### src/rtl/branch_redirect_ctrl.sv
// branch_redirect_ctrl: gates the EX address builder, hands taken targets to fetch and squashes wrong-path work.
module branch_redirect_ctrl #(
  parameter int FLUSH_STAGES = 2,
  parameter int CNT_W = 16
) (
  input  logic             clk,
  input  logic             rst,
  input  logic             ex_valid,
  input  logic             ex_is_jump,
  input  logic             ex_is_branch,
  input  logic             ex_take,
  input  logic [31:0]      ex_target,
  input  logic             fetch_ready,
  input  logic             clr_cnt,
  output logic             ab_en,
  output logic             redirect_valid,
  output logic [31:0]      redirect_pc,
  output logic             flush,
  output logic             stall_ex,
  output logic             misalign_err,
  output logic             busy,
  output logic [CNT_W-1:0] branch_cnt,
  output logic [CNT_W-1:0] taken_cnt
);
  typedef enum logic [1:0] {IDLE, REQ, FLUSH} state_e;
  state_e           state_q, state_d;
  logic [3:0]       fcnt_q, fcnt_d;
  logic [31:0]      pc_q, pc_d;
  logic             mis_q, mis_d;
  logic [CNT_W-1:0] bc_q, bc_d, tc_q, tc_d;
  logic             eval, take_ok;
  always_comb begin
    eval    = (state_q == IDLE) && ex_valid && (ex_is_jump || ex_is_branch);
    take_ok = eval && ex_take && (ex_target[1:0] == 2'b00);
    mis_d   = eval && ex_take && (ex_target[1:0] != 2'b00);
    pc_d    = take_ok ? ex_target : pc_q;
    state_d = state_q;
    fcnt_d  = fcnt_q;
    unique case (state_q)
      IDLE:  state_d = take_ok ? REQ : IDLE;
      REQ: begin
        state_d = fetch_ready ? FLUSH : REQ;
        fcnt_d  = fetch_ready ? 4'(FLUSH_STAGES - 1) : fcnt_q;
      end
      FLUSH: begin
        state_d = (fcnt_q == 4'd0) ? IDLE : FLUSH;
        fcnt_d  = (fcnt_q == 4'd0) ? fcnt_q : fcnt_q - 4'd1;
      end
      default: state_d = IDLE;
    endcase
    // Counters stick at all-ones; clear beats a same-cycle increment.
    bc_d = clr_cnt ? '0 : (eval && !(&bc_q)) ? bc_q + CNT_W'(1) : bc_q;
    tc_d = clr_cnt ? '0 : (take_ok && !(&tc_q)) ? tc_q + CNT_W'(1) : tc_q;
  end
  always_ff @(posedge clk) begin
    if (!rst) begin
      state_q <= IDLE;
      fcnt_q  <= '0;
      pc_q    <= '0;
      mis_q   <= 1'b0;
      bc_q    <= '0;
      tc_q    <= '0;
    end else begin
      state_q <= state_d;
      fcnt_q  <= fcnt_d;
      pc_q    <= pc_d;
      mis_q   <= mis_d;
      bc_q    <= bc_d;
      tc_q    <= tc_d;
    end
  end
  assign ab_en          = (state_q == IDLE);
  assign busy           = (state_q != IDLE);
  assign redirect_valid = (state_q == REQ);
  assign stall_ex       = (state_q == REQ);
  assign flush          = (state_q != IDLE);
  assign redirect_pc    = pc_q;
  assign misalign_err   = mis_q;
  assign branch_cnt     = bc_q;
  assign taken_cnt      = tc_q;
endmodule

### config.mk
export PLATFORM = sky130hd
export DESIGN_NAME = branch_redirect_ctrl
export DESIGN_NICKNAME = d
export VERILOG_FILES = /design/src/rtl/branch_redirect_ctrl.sv
export SDC_FILE = /design/constraint.sdc
export NUM_CORES = 1
export LEC_CHECK = 0
export BUFFER_PORTS_ARGS = -buffer_cell sky130_fd_sc_hd__buf_4
export CORE_MARGIN = 1
export CORE_UTILIZATION = 55
export CTS_BUF_LIST = sky130_fd_sc_hd__clkbuf_8
export DETAILED_ROUTE_END_ITERATION = 16
export GPL_ROUTABILITY_DRIVEN = 0
export GPL_TIMING_DRIVEN = 0
export PLACE_DENSITY_LB_ADDON = 0.15
export SLEW_MARGIN = 30
export SYNTH_ARGS = -nofsm -noshare
export SYNTH_HDL_FRONTEND = slang
export SYNTH_SLANG_ARGS = --single-unit
### constraint.sdc
create_clock -name clk -period 4.69 [get_ports clk]
set_clock_uncertainty 0.15 [all_clocks]
set_input_delay 0.7035 -clock clk [delete_from_list [all_inputs] [get_ports clk]]
set_output_delay 0.7035 -clock clk [all_outputs]
set_load 0.005 [all_outputs]
## Word level (Yosys, flattened, before mapping)

Index checks and enable logic that the tools add are counted.

- Register bits: 71
- Input port bits: 40
- Output and inout bits: 70
- Logic and storage cells: 41

- Add/sub/neg operators: 3
- Equality and inequality tests: 4
- Mux-type cells: 7
- Bitwise operators: 1
- Reductions and logical operators: 20

Operator list:

| kind | number |
|---|---|
| 16-bit by 1-bit adder with 16-bit output, second input constant | 2 |
| 16-bit AND reduction | 2 |
| 4-bit two-way mux | 2 |
| 4-bit one-hot mux with 2 select lines | 1 |
| 1-bit logical AND | 7 |
| 2-bit one-hot mux with 3 select lines | 1 |
| 2-bit nonzero test | 3 |
| 2-bit zero test | 2 |
| 4-bit zero test | 1 |
| 2-bit two-way mux | 2 |
| 2-bit inequality test, second input constant | 2 |
| 4-bit by 1-bit subtractor with 4-bit output, second input constant | 1 |
| 3-bit AND reduction | 1 |
| 2-bit by 1-bit equality test with 1-bit output, second input constant | 1 |
| 2-bit equality test, second input constant | 1 |
| 1-bit zero test | 2 |
| 2-bit OR reduction | 1 |
| 1-bit logical OR | 1 |
| 1-bit two-way mux | 1 |
| 1-bit inverter | 1 |

## Longest topological paths before layout

Gate-level depths: netlist of run 1.

- Word-level depth: 7
- Mapped depth: 7
- Gate-level depth less buffers: 7

## Worst setup path after synthesis of run 1

Ideal clock, no wire load.

- Path kind: input port to flip-flop
- Start point: input ex_is_branch
- End point: register tc_q[10], in the netlist taken_cnt[10]
- Arrival: 1.892 ns
- Slack: 2.557 ns
- Cell stages on the path: 7
- Path buffers: 2
- Path through: o21a_1 > and4_1 > buf_6 > and3_1 > clkbuf_2 > nor2b_1 > a311oi_1

- Cells in the longest elaborated chain, start to end: 5

RTL lines:

| what | RTL line | source |
|---|---|---|
| from (decl) | 10 | `input logic ex_is_branch,` |
| 1-bit logical OR | 33 | `eval = (state_q == IDLE) && ex_valid && (ex_is_jump \|\| ex_is_branch);` |
| 1-bit logical AND | 33 |  |
| 1-bit logical AND (2 in a row) | 34 | `take_ok = eval && ex_take && (ex_target[1:0] == 2'b00);` |
| 1-bit logical AND | 53 | `tc_d = clr_cnt ? '0 : (take_ok && !(&tc_q)) ? tc_q + CNT_W'(1) : tc_q;` |
| to (signal assigned) | 69 | `tc_q <= tc_d;` |
| to (decl) | 30 | `logic [CNT_W-1:0] bc_q, bc_d, tc_q, tc_d;` |

Every way passes these cells.
A chain may end at the register's enable or synchronous reset.

## Worst setup path after layout of run 1

- Start point: input ex_is_branch
- End point: register pc_q[11], in the netlist redirect_pc[11]

- Cells in the longest elaborated chain, start to end: 4

RTL lines:

| what | RTL line | source |
|---|---|---|
| 1-bit logical OR | 33 |  |
| 1-bit logical AND | 33 |  |
| 1-bit logical AND (2 in a row) | 34 |  |
| to (signal assigned) | 66 | `pc_q <= pc_d;` |
| to (decl) | 28 | `logic [31:0] pc_q, pc_d;` |

Every way passes these cells.

==> impl_metrics.ini, run 1 <==
[synth]
yosys.cell_types.count = 46
ys_seq_elements = 71
synth_largest_area_cell = dfxtp_1
synthArstFlopShare_pct = 0
syn-num-nets = 410
ys_seq_area_share_pct = 46.69
synth_area_leaders = dfxtp_1 47%, nand2_1 10%, a21oi_1 7.1%
synthCells = 367
synth_edf_count = 0
yosysWarningCount = 0
synth_area_um2 = 3044
synth_ff_type = dfxtp_1
synth.top_cell.area_share_pct = 46.69
netlist_top_cells_count = 82 x nand2_1, 71 x dfxtp_1, 43 x a21oi_1
avgSynthCellArea_um2 = 8.295
synthMostInstantiatedCell = nand2_1

[final_layout]
utilization_pct = 79.69
fillerInstances = 383
fin_cells = 562
layout.nets = 530
n_antenna_cell = 0
drive_gt1_share_pct = 28.25
synthToLayoutAreaGrowth_pct = 36.25

[setup_path]
r2r_start = branch_cnt[0]
rrSetupSlack_ns = 2.62
crit_type = in2reg
worst_r2r_path_depth = 6
crit_path_start_kind = input port
crit_buf_inv = 3
path_delay_family = buffers and inverters
path_max_fanout = 10
crit_top_cell = clkbuf_1
end_kind = flip-flop
cp.arrival_ns = 2.31
worst_path_largest_cell_delay_ns = 0.41
required_ns = 4.81
path_cells = buf_4, o21a_1, nand4_1, clkbuf_1, clkbuf_1, nand2_1, a21oi_1
crit_slowest_cell = clkbuf_1
crit-reg2reg-capture = branch_cnt[0]

[timing]
setup_tns_ns = 0
relSlewSlack_pct = 62.46
worst_pin_slew_ns = 0.5631
max_freq_mhz = 458.0
hold_viol = 0
hold_ws_ns = 0.3041
period_share_pct = 46.55
finalMaxSlewViolations = 0
rsz0062_at_grt = false
fin_crit_ns = 2.183
finalSetupViolCount = 0

[drt]
drc_errors = 0
drt_iter0_markers = 117
avgRoutedWirePerCell_um = 13.32
ant_nets = 0
drtPass1Iterations = 4
wirelength_um = 7487
num_vias = 2977
viasPerCell = 5.297

[hold_path]
whs_endpoint = redirect_pc[17]
holdCritStartpoint = redirect_pc[17]
whs_path_depth = 2
min_path_type = reg2reg

[run]
drv_cap = 0

[grt]
grt_max_degree = 13
grt_pass1_vias = 2747
grt_pass1_wl_um = 12140
antenna_found_initial = 0
grtUsageTotal_pct = 26.10
overflow = 0

[cts]
cts_buffer_depth = 2
cts_resized = 0
clkSinkCount = 71
root_buffer = clkbuf_8
hold_buffers = 0
path_clk_slew_ns = 0.08
htreeDepth = 3
cts_tree = built
cts_setup_buffers = 0
worstSkewPairLatency_ns = 0.34
cts_buffers = 9

[die]
start_util_pct = 58.49
num_rows = 26
die_x_um = 76.40
die_area_um2 = 5836
die_h_um = 76.40
coreArea_um2 = 5205
ios = 110

[placement]
io_buffers = 109
place_inst = 546
dp_hpwl_um = 5464

[run_status]
status = complete, no violations

[power_and_ir_drop]
ir_drop_v = 0.0002319
finalPower_mw = 1.171
leakagePower_nw = 1.682
p_per_area_nw_per_um2 = 282.3
## sequential cells by signal, indices dropped and copies added, names as in the netlist
name,cells
taken_cnt,16
misalign_err,1
branch_cnt,16
redirect_pc,32
state_q,2
fcnt_q,4
## cell usage in the layout (no fill, tap or decap), types with 2 or more instances in the layout
cell type,synthesis,final
nand2b_1,2,2
a41o_1,2,2
nor4_1,3,3
a21oi_1,43,43
o21ai_0,8,8
and4_1,3,3
buf_4,2,111
xnor2_1,14,14
nor2b_1,2,2
nor3_1,12,12
o21a_1,2,2
ha_1,3,3
nand3_1,14,14
clkbuf_8,0,10
nor4_4,3,3
a211oi_1,3,3
clkinvlp_4,0,2
or3_1,6,6
xor2_1,3,3
inv_1,7,7
clkinv_2,0,3
nand4_1,6,6
dfxtp_1,71,71
nor2_1,28,28
clkbuf_1,12,12
a31oi_1,5,5
and2_1,4,4
nand2_1,82,82
and3_1,7,7
## how the worst max path moves through the flow
stage / from / cells past startpoint / endpoint
5_1_grt: ex_is_branch / 7 / redirect_pc[27]
3_5_place_dp: ex_is_branch / 7 / redirect_pc[9]
4_1_cts: state_q[0] / 3 / stall_ex
2_1_floorplan: ex_is_branch / 7 / taken_cnt[10]
3_3_place_gp: ex_is_branch / 7 / redirect_pc[26]
6_report: ex_is_branch / 7 / redirect_pc[11]
## power breakdown
| part | switching, mW | internal, mW | total (mW) | leakage, nW |
|---|---|---|---|---|
| Combinational | 0.0334 | 0.0376 | 0.0709 | 1.01 |
| Clock | 0.230 | 0.257 | 0.487 | 0.0981 |
| Sequential | 0.00405 | 0.609 | 0.613 | 0.573 |
## tightest hold or removal path, delay by kind of cell, from the launching register on
family,cells,cell delay [ns]
AOI/OAI and AO/OA,1,0.05
and+or+nand+nor,1,0.05
DFF,1,0.31
## stage by stage
stage | setup slack (ns) | instance area [um2]
3_5_place_dp | 2.184 | 3950
6_report | 2.507 | 4148
3_3_place_gp | 2.217 | 3950
5_1_grt | 2.361 | 4148
4_1_cts | 2.511 | 4148
2_1_floorplan | 2.557 | 3044
## final cells by class
class / count / area [um2] / share of cell area, %
Clock inverter: 6 / 60.06 / 1.448
Inverter: 8 / 30.03 / 0.7240
Multi-Input combinational cell: 270 / 1508 / 36.35
Tap cell: 70 / 87.58 / 2.112
Buffer: 18 / 85.08 / 2.051
Clock buffer: 10 / 137.6 / 3.318
Timing Repair Buffer: 109 / 818.3 / 19.73
Sequential cell: 71 / 1421 / 34.27
## cell families (layout without fill, tap and decap cells)
kind of cell               count (synthesis)  in the layout  synth area share (%)
xor gates and xnor gates                  17             17                 4.891
AOI/OAI and AO/OA                         69             69                 13.15
adders and majority gates                  3              3                 1.233
and+or+nand+nor                          181            181                 30.25
buffers and inverters                     26            151                 3.781
DFF                                       71             71                 46.69
## per-layer routing
layer | track usage [%] | up-vias | share of wire (%)
met1 | 31.18 | 1361 | 43
met4 | 14.23 | 0 | 2.3
met5 | 0 | - | 0
li1 | - | 1499 | -
met2 | 42.61 | 101 | 48
met3 | 6.946 | 16 | 6.8
(Power assumes the default switching activity.)
==> inputs of run 2 (changes only) <==
--- a/config.mk
+++ b/config.mk
@@ -7,7 +7,7 @@
 export LEC_CHECK = 0
 export BUFFER_PORTS_ARGS = -buffer_cell sky130_fd_sc_hd__buf_4
 export CORE_MARGIN = 1
-export CORE_UTILIZATION = 55
+export CORE_UTILIZATION = 46
 export CTS_BUF_LIST = sky130_fd_sc_hd__clkbuf_8
 export DETAILED_ROUTE_END_ITERATION = 16
 export GPL_ROUTABILITY_DRIVEN = 0
==> constraint.sdc (replaced) <==
create_clock -name clk -period 2 [get_ports clk]
set_clock_uncertainty 0.15 [all_clocks]
set_input_delay 0.3 -clock clk [delete_from_list [all_inputs] [get_ports clk]]
set_output_delay 0.3 -clock clk [all_outputs]
set_load 0.005 [all_outputs]
==> run 2 against run 1 <==
Sequential share of layout area down 1.3 points. Via count rose by 2.3%. Global-route usage decreased by 3.6 points. Routed wire length is 4.5% higher. Worst setup slack worse by 2.4 ns. Non-clock buffer count rose by 12. Core utilization shrank 12 points. Clock power grew to 2.6 times the previous value. Flip-flop and latch count is the same. Critical path depth unchanged. Critical path type is now reg2reg. Highest routed layer unchanged.
==> impl_metrics.ini, run 2 (synthesized netlist as in run 1, its figures left out) <==
[run_status]
status = complete, no violations

[cts]
worstSkewPairLatency_ns = 0.34
root_buffer = clkbuf_8
path_clk_slew_ns = 0.08
htreeDepth = 3
hold_buffers = 0
cts_buffer_depth = 2
cts_buffers = 9
clkSinkCount = 71
cts_tree = built

[power_and_ir_drop]
internal-power_mw = 2.221
swShare_pct = 22.59
p_seq_share_pct = 50.1
p_sw_mw = 0.6481
pwr-share-comb_pct = 5.9
p_per_area_nw_per_um2 = 662.4
ir_drop_v = 0.0007330
clock_power_share_pct = 44.1
leakagePower_nw = 1.762

[hold_path]
min_path_type = in2reg

[timing]
fin_crit_ns = 1.940
postLayoutSetupSlackWorst_ns = 0.05967
period_share_pct = 97.02
setup_tns_ns = 0
hold_viol = 0
relSlewSlack_pct = 63.42
finalMaxSlewViolations = 0
finalSetupViolCount = 0
rsz0062_at_grt = false
max_freq_mhz = 515.4
worst_pin_slew_ns = 0.5487

[setup_path]
required_ns = 2.07
cp.arrival_ns = 2.01
path_delay_family = simple AND/OR/NAND/NOR gates
rrSetupSlack_ns = 0.06
worst_r2r_path_depth = 7
path_max_fanout = 5
cp-endpoint = branch_cnt[14]
crit_path_start_kind = flip-flop
crit-reg2reg-capture = branch_cnt[14]
end_kind = flip-flop
crit_slowest_cell = dfxtp_4
crit_buf_inv = 1
path_cells = ha_4, nand4_1, buf_4, or3_1, nor3_1, xnor2_1, nor2_1
crit_start = branch_cnt[0]
crit_type = reg2reg
r2r_start = branch_cnt[0]
worst_path_largest_cell_delay_ns = 0.39
path_depth = 7

[final_layout]
mostFrequentLayoutCells = 123 x buf_4, 82 x nand2_1, 69 x dfxtp_1
synthToLayoutAreaGrowth_pct = 42.25
fin_cells = 581
n_antenna_cell = 0
layout_commonest_cell = buf_4
layout.nets = 542
largest_register_ffs = 32
drive_gt1_share_pct = 32.14
design_area_um2 = 4330
fillerInstances = 554
utilization_pct = 67.81

[die]
ios = 110
start_util_pct = 47.67
die_area_um2 = 6947
coreArea_um2 = 6386
die_h_um = 83.35
num_rows = 29
die_x_um = 83.35

[grt]
grtUsageTotal_pct = 22.47
overflow = 0
grt_max_degree = 14
grt_pass1_wl_um = 12670
antenna_found_initial = 0
grt_pass1_vias = 2765

[drt]
avgRoutedWirePerCell_um = 13.46
drc_errors = 0
ant_nets = 0
drtPass1Iterations = 4
viasPerCell = 5.243
num_vias = 3046
wirelength_um = 7821
drt_iter0_markers = 127

[placement]
dp_hpwl_um = 5647
place_inst = 553
io_buffers = 109
placed_cell_area_um2 = 3959
dp_worst_setup_slack_ns = -0.1335

[run]
drv_cap = 0
-- run 2: layout make-up --
type / count / area [um2] / share of cell area (%)
sequential: 71 / 1426 / 32.94
tap: 77 / 96.34 / 2.225
timing repair buffer: 121 / 908.4 / 20.98
buffer: 18 / 87.58 / 2.023
inverter: 8 / 30.03 / 0.6934
clock inverter: 7 / 97.59 / 2.254
multi-input combinational: 270 / 1560 / 36.03
clock buffer: 9 / 123.9 / 2.860
-- run 2: repair_timing --
item | CTS | global route
buffers inserted | 4 | 8
pin swaps | 4 | 7
endpoints found under the setup margin | 13 | 56
resized for setup | 4 | 13
-- run 2: worst min-delay path by stage --
stage | cells past startpoint | to | slack [ns] | start
2_1_floorplan | 2 | misalign_err | 0.27 | ex_take
3_3_place_gp | 2 | redirect_pc[29] | 0.29 | redirect_pc[29]
3_5_place_dp | 2 | redirect_pc[2] | 0.30 | redirect_pc[2]
4_1_cts | 3 | redirect_pc[21] | 0.03 | ex_target[21]
5_1_grt | 3 | redirect_pc[29] | 0.04 | ex_target[29]
6_report | 3 | redirect_pc[25] | 0.04 | ex_target[25]
-- run 2: per-stage QoR --
step	hold WS [ns]	power, mW
floorplan	0.2683	1.531
global placement	0.2921	1.632
detailed placement	0.2974	1.635
CTS	0.03228	2.896
global route	0.03528	2.970
finish	0.04475	2.869
-- run 2: power groups by stage --
stage / clock [mW] / sequential (mW) / combinational (mW)
3_5_place_dp: 0 / 1.47 / 0.166
5_1_grt: 1.35 / 1.44 / 0.185
3_3_place_gp: 0 / 1.47 / 0.163
6_report: 1.26 / 1.44 / 0.168
2_1_floorplan: 0 / 1.47 / 0.0615
4_1_cts: 1.29 / 1.44 / 0.167
-- run 2: per-layer routing --
layer  part of all wire (%)  vias up  global-route usage, %
li1                       -     1534                      -
met1                     41     1409                  25.71
met2                     52       96                  39.42
met3                    6.4        7                  7.753
met4                   0.97        0                  6.583
met5                      0        -                      0
-- run 2: worst register-to-register path, stage by stage, from the launching register on --
cell,delay (ns)
dfxtp_4,0.39
ha_4,0.16
nand4_1,0.16
buf_4,0.20
or3_1,0.35
nor3_1,0.21
xnor2_1,0.15
nor2_1,0.05
==> inputs of run 3 (changes only) <==
--- a/config.mk
+++ b/config.mk
@@ -5,9 +5,10 @@
 export SDC_FILE = /design/constraint.sdc
 export NUM_CORES = 1
 export LEC_CHECK = 0
+export ABC_AREA = 1
 export BUFFER_PORTS_ARGS = -buffer_cell sky130_fd_sc_hd__buf_4
 export CORE_MARGIN = 1
-export CORE_UTILIZATION = 46
+export CORE_UTILIZATION = 48
 export CTS_BUF_LIST = sky130_fd_sc_hd__clkbuf_8
 export DETAILED_ROUTE_END_ITERATION = 16
 export GPL_ROUTABILITY_DRIVEN = 0
==> run 3 against run 2 <==
Sequential share of layout area decreased by 2.0 points. Combinational power up 26%. Final area increased by 6.2%. Hold slack worse by 0.0035 ns. Clock power grew 6%. Die area rose by 7.6%. Register-to-register slack improved by 0.10 ns. Non-clock buffer count fell by 13. Core utilization fell by 0.52 points. Global-route usage grew 2.1 points. Critical endpoint is now branch_cnt[15]. Highest routed layer unchanged.
==> impl_metrics.ini, run 3 <==
[final_layout]
fillerInstances = 632
layout.nets = 687
layout_commonest_cell = nand2_1
design_area_um2 = 4597
n_antenna_cell = 0
drive_gt1_share_pct = 23.42
mostFrequentLayoutCells = 176 x nand2_1, 116 x buf_4, 102 x nor2_1
synthToLayoutAreaGrowth_pct = 34.23
largest_register_ffs = 32
utilization_pct = 67.29

[power_and_ir_drop]
ir_drop_v = 0.0004143
p_per_area_nw_per_um2 = 650.1
leakagePower_nw = 2.093
finalPower_mw = 2.989

[cts]
worstSkewPairLatency_ns = 0.35
cts_buffer_depth = 2
root_buffer = clkbuf_8
cts_buffers = 9
hold_buffers = 0
htreeDepth = 3
cts_tree = built
clkSinkCount = 71
cts_setup_buffers = 0
path_clk_slew_ns = 0.09

[timing]
max_freq_mhz = 544.2
rsz0062_at_grt = false
setup_tns_ns = 0
finalSetupViolCount = 0
relSlewSlack_pct = 68.79
period_share_pct = 91.88
fin_crit_ns = 1.838
finalMaxSlewViolations = 0
worst_pin_slew_ns = 0.4682
hold_viol = 0

[synth]
synth_top_family_by_area = simple AND/OR/NAND/NOR gates
ys_seq_elements = 71
yosys.cell_types.count = 26
synthArstFlopShare_pct = 0
synthSimpleGateAreaFrac_pct = 39.61
synth_largest_area_cell = dfxtp_1
ys_seq_area_share_pct = 41.51
synth_area_um2 = 3425
yosysWarningCount = 0
synth_edf_count = 0
synth_area_leaders = dfxtp_1 42%, nand2_1 19%, nor2_1 11%
synth-compound-area-share_pct = 8.038
syn-num-nets = 567
synthMostInstantiatedCell = nand2_1
synth.mux.area_fraction_pct = 0
synth.top_cell.area_share_pct = 41.51
avgSynthCellArea_um2 = 6.535
netlist_top_cells_count = 177 x nand2_1, 102 x nor2_1, 71 x dfxtp_1
synth-xor-area-share_pct = 1.790
synthAdderAreaFrac_pct = 1.096
synth_ff_type = dfxtp_1
synthCells = 524

[die]
die_h_um = 86.47
ios = 110
num_rows = 30
die_area_um2 = 7476
coreArea_um2 = 6832
die_x_um = 86.47
start_util_pct = 50.13

[run_status]
status = complete, no violations

[setup_path]
required_ns = 2.10
crit_slowest_cell = dfxtp_1
crit_type = reg2reg
worst_path_largest_cell_delay_ns = 0.41
end_kind = flip-flop
path_max_fanout = 10
path_cells = ha_1, nand3_1, nor2_2, nand3_2, buf_4, a21oi_1, nor2_1
crit_path_start_kind = flip-flop
cp.arrival_ns = 1.94

[grt]
grtUsageMet3_pct = 8.381
grt_max_degree = 15
met1_usage_pct = 29.96
grt_util_met2_pct = 39.61
antenna_found_initial = 0
grtUsageTotal_pct = 24.54
grt_pass1_vias = 3322
grt_pass1_wl_um = 14550
top_usage_layer = met2
overflow = 0

[drt]
drt_iter0_markers = 207
drc_errors = 0
viasPerCell = 4.950
avgRoutedWirePerCell_um = 11.93
ant_nets = 0
drtPass1Iterations = 7
wirelength_um = 8887
num_vias = 3688

[placement]
dp_hpwl_um = 6516
placed_cell_area_um2 = 4363
io_buffers = 109

[run]
drv_cap = 0

[hold_path]
min_path_type = in2reg
run 3: cell count changes after synthesis, moves of 7 or more:
cell / change
inv_1: +36
nand3_1: +10
xnor2_1: -14
nor2_1: +74
and3_1: -7
clkbuf_1: -8
nand2_1: +95
run 3: stage by stage:
stage / hold slack (ns) / setup slack, ns / cells
floorplan: 0.2790 / 0.4062 / 524
global placement: 0.2933 / 0.2258 / 729
detailed placement: 0.3075 / 0.1366 / 729
CTS: 0.02853 / 0.1218 / 745
global route: 0.02559 / 0.01382 / 745
finish: 0.04124 / 0.1625 / 745
run 3: critical path, delay by kind of cell, from the launching register on:
kind | cells | cell delay, ns
AO/OA/AOI/OAI | 1 | 0.15
adder cells (fa/ha/maj) | 1 | 0.20
buffers and inverters | 1 | 0.22
flip-flops | 1 | 0.41
AND/OR/NAND/NOR | 4 | 0.61
run 3: cell families (layout without fill, tap and decap cells):
family | Yosys count | in the layout
AOI/OAI and AO/OA | 54 | 54
buffers and inverters | 62 | 187
adders and majority gates | 3 | 3
and+or+nand+nor | 327 | 327
xor gates and xnor gates | 7 | 7
DFF | 71 | 71
run 3: power by group:
| part | switching, mW | internal (mW) |
|---|---|---|
| clock | 0.613 | 0.719 |
| combinational | 0.105 | 0.107 |
| sequential | 0.0143 | 1.43 |
| total | 0.732 | 2.26 |
run 3: final cells by class:
type	instances	area, um2	area share, %
repair buffers	109	818.3	17.80
multi-input cells	391	1733	37.70
well taps	96	120.1	2.613
flip-flops and latches	71	1423	30.95
plain buffers	17	103.9	2.259
clock buffers	9	123.9	2.695
inverters	45	168.9	3.674
clock inverters	7	106.4	2.314
run 3: repair_timing:
item | CTS | global route
setup endpoints to repair | 0 | 12
gates resized for setup | 0 | 2
endpoints found under the hold margin | 0 | 0
run 3: layer usage:
layer / vias to the layer above / routed length (um)
met1: 1661 / 3918
met3: 15 / 721
met2: 127 / 4120
li1: 1885 / -
met5: - / 0
met4: 0 / 127
run 3: path summary, 6_finish.rpt:
kind | from | to | slack (ns) | cells after the start
setup / recovery | branch_cnt[1] | branch_cnt[15] | 0.16 | 7
hold / removal | ex_target[7] | redirect_pc[7] | 0.04 | 3
setup reg to reg | branch_cnt[1] | branch_cnt[15] | 0.16 | 7
hold reg to reg | redirect_pc[29] | redirect_pc[29] | 0.32 | 2
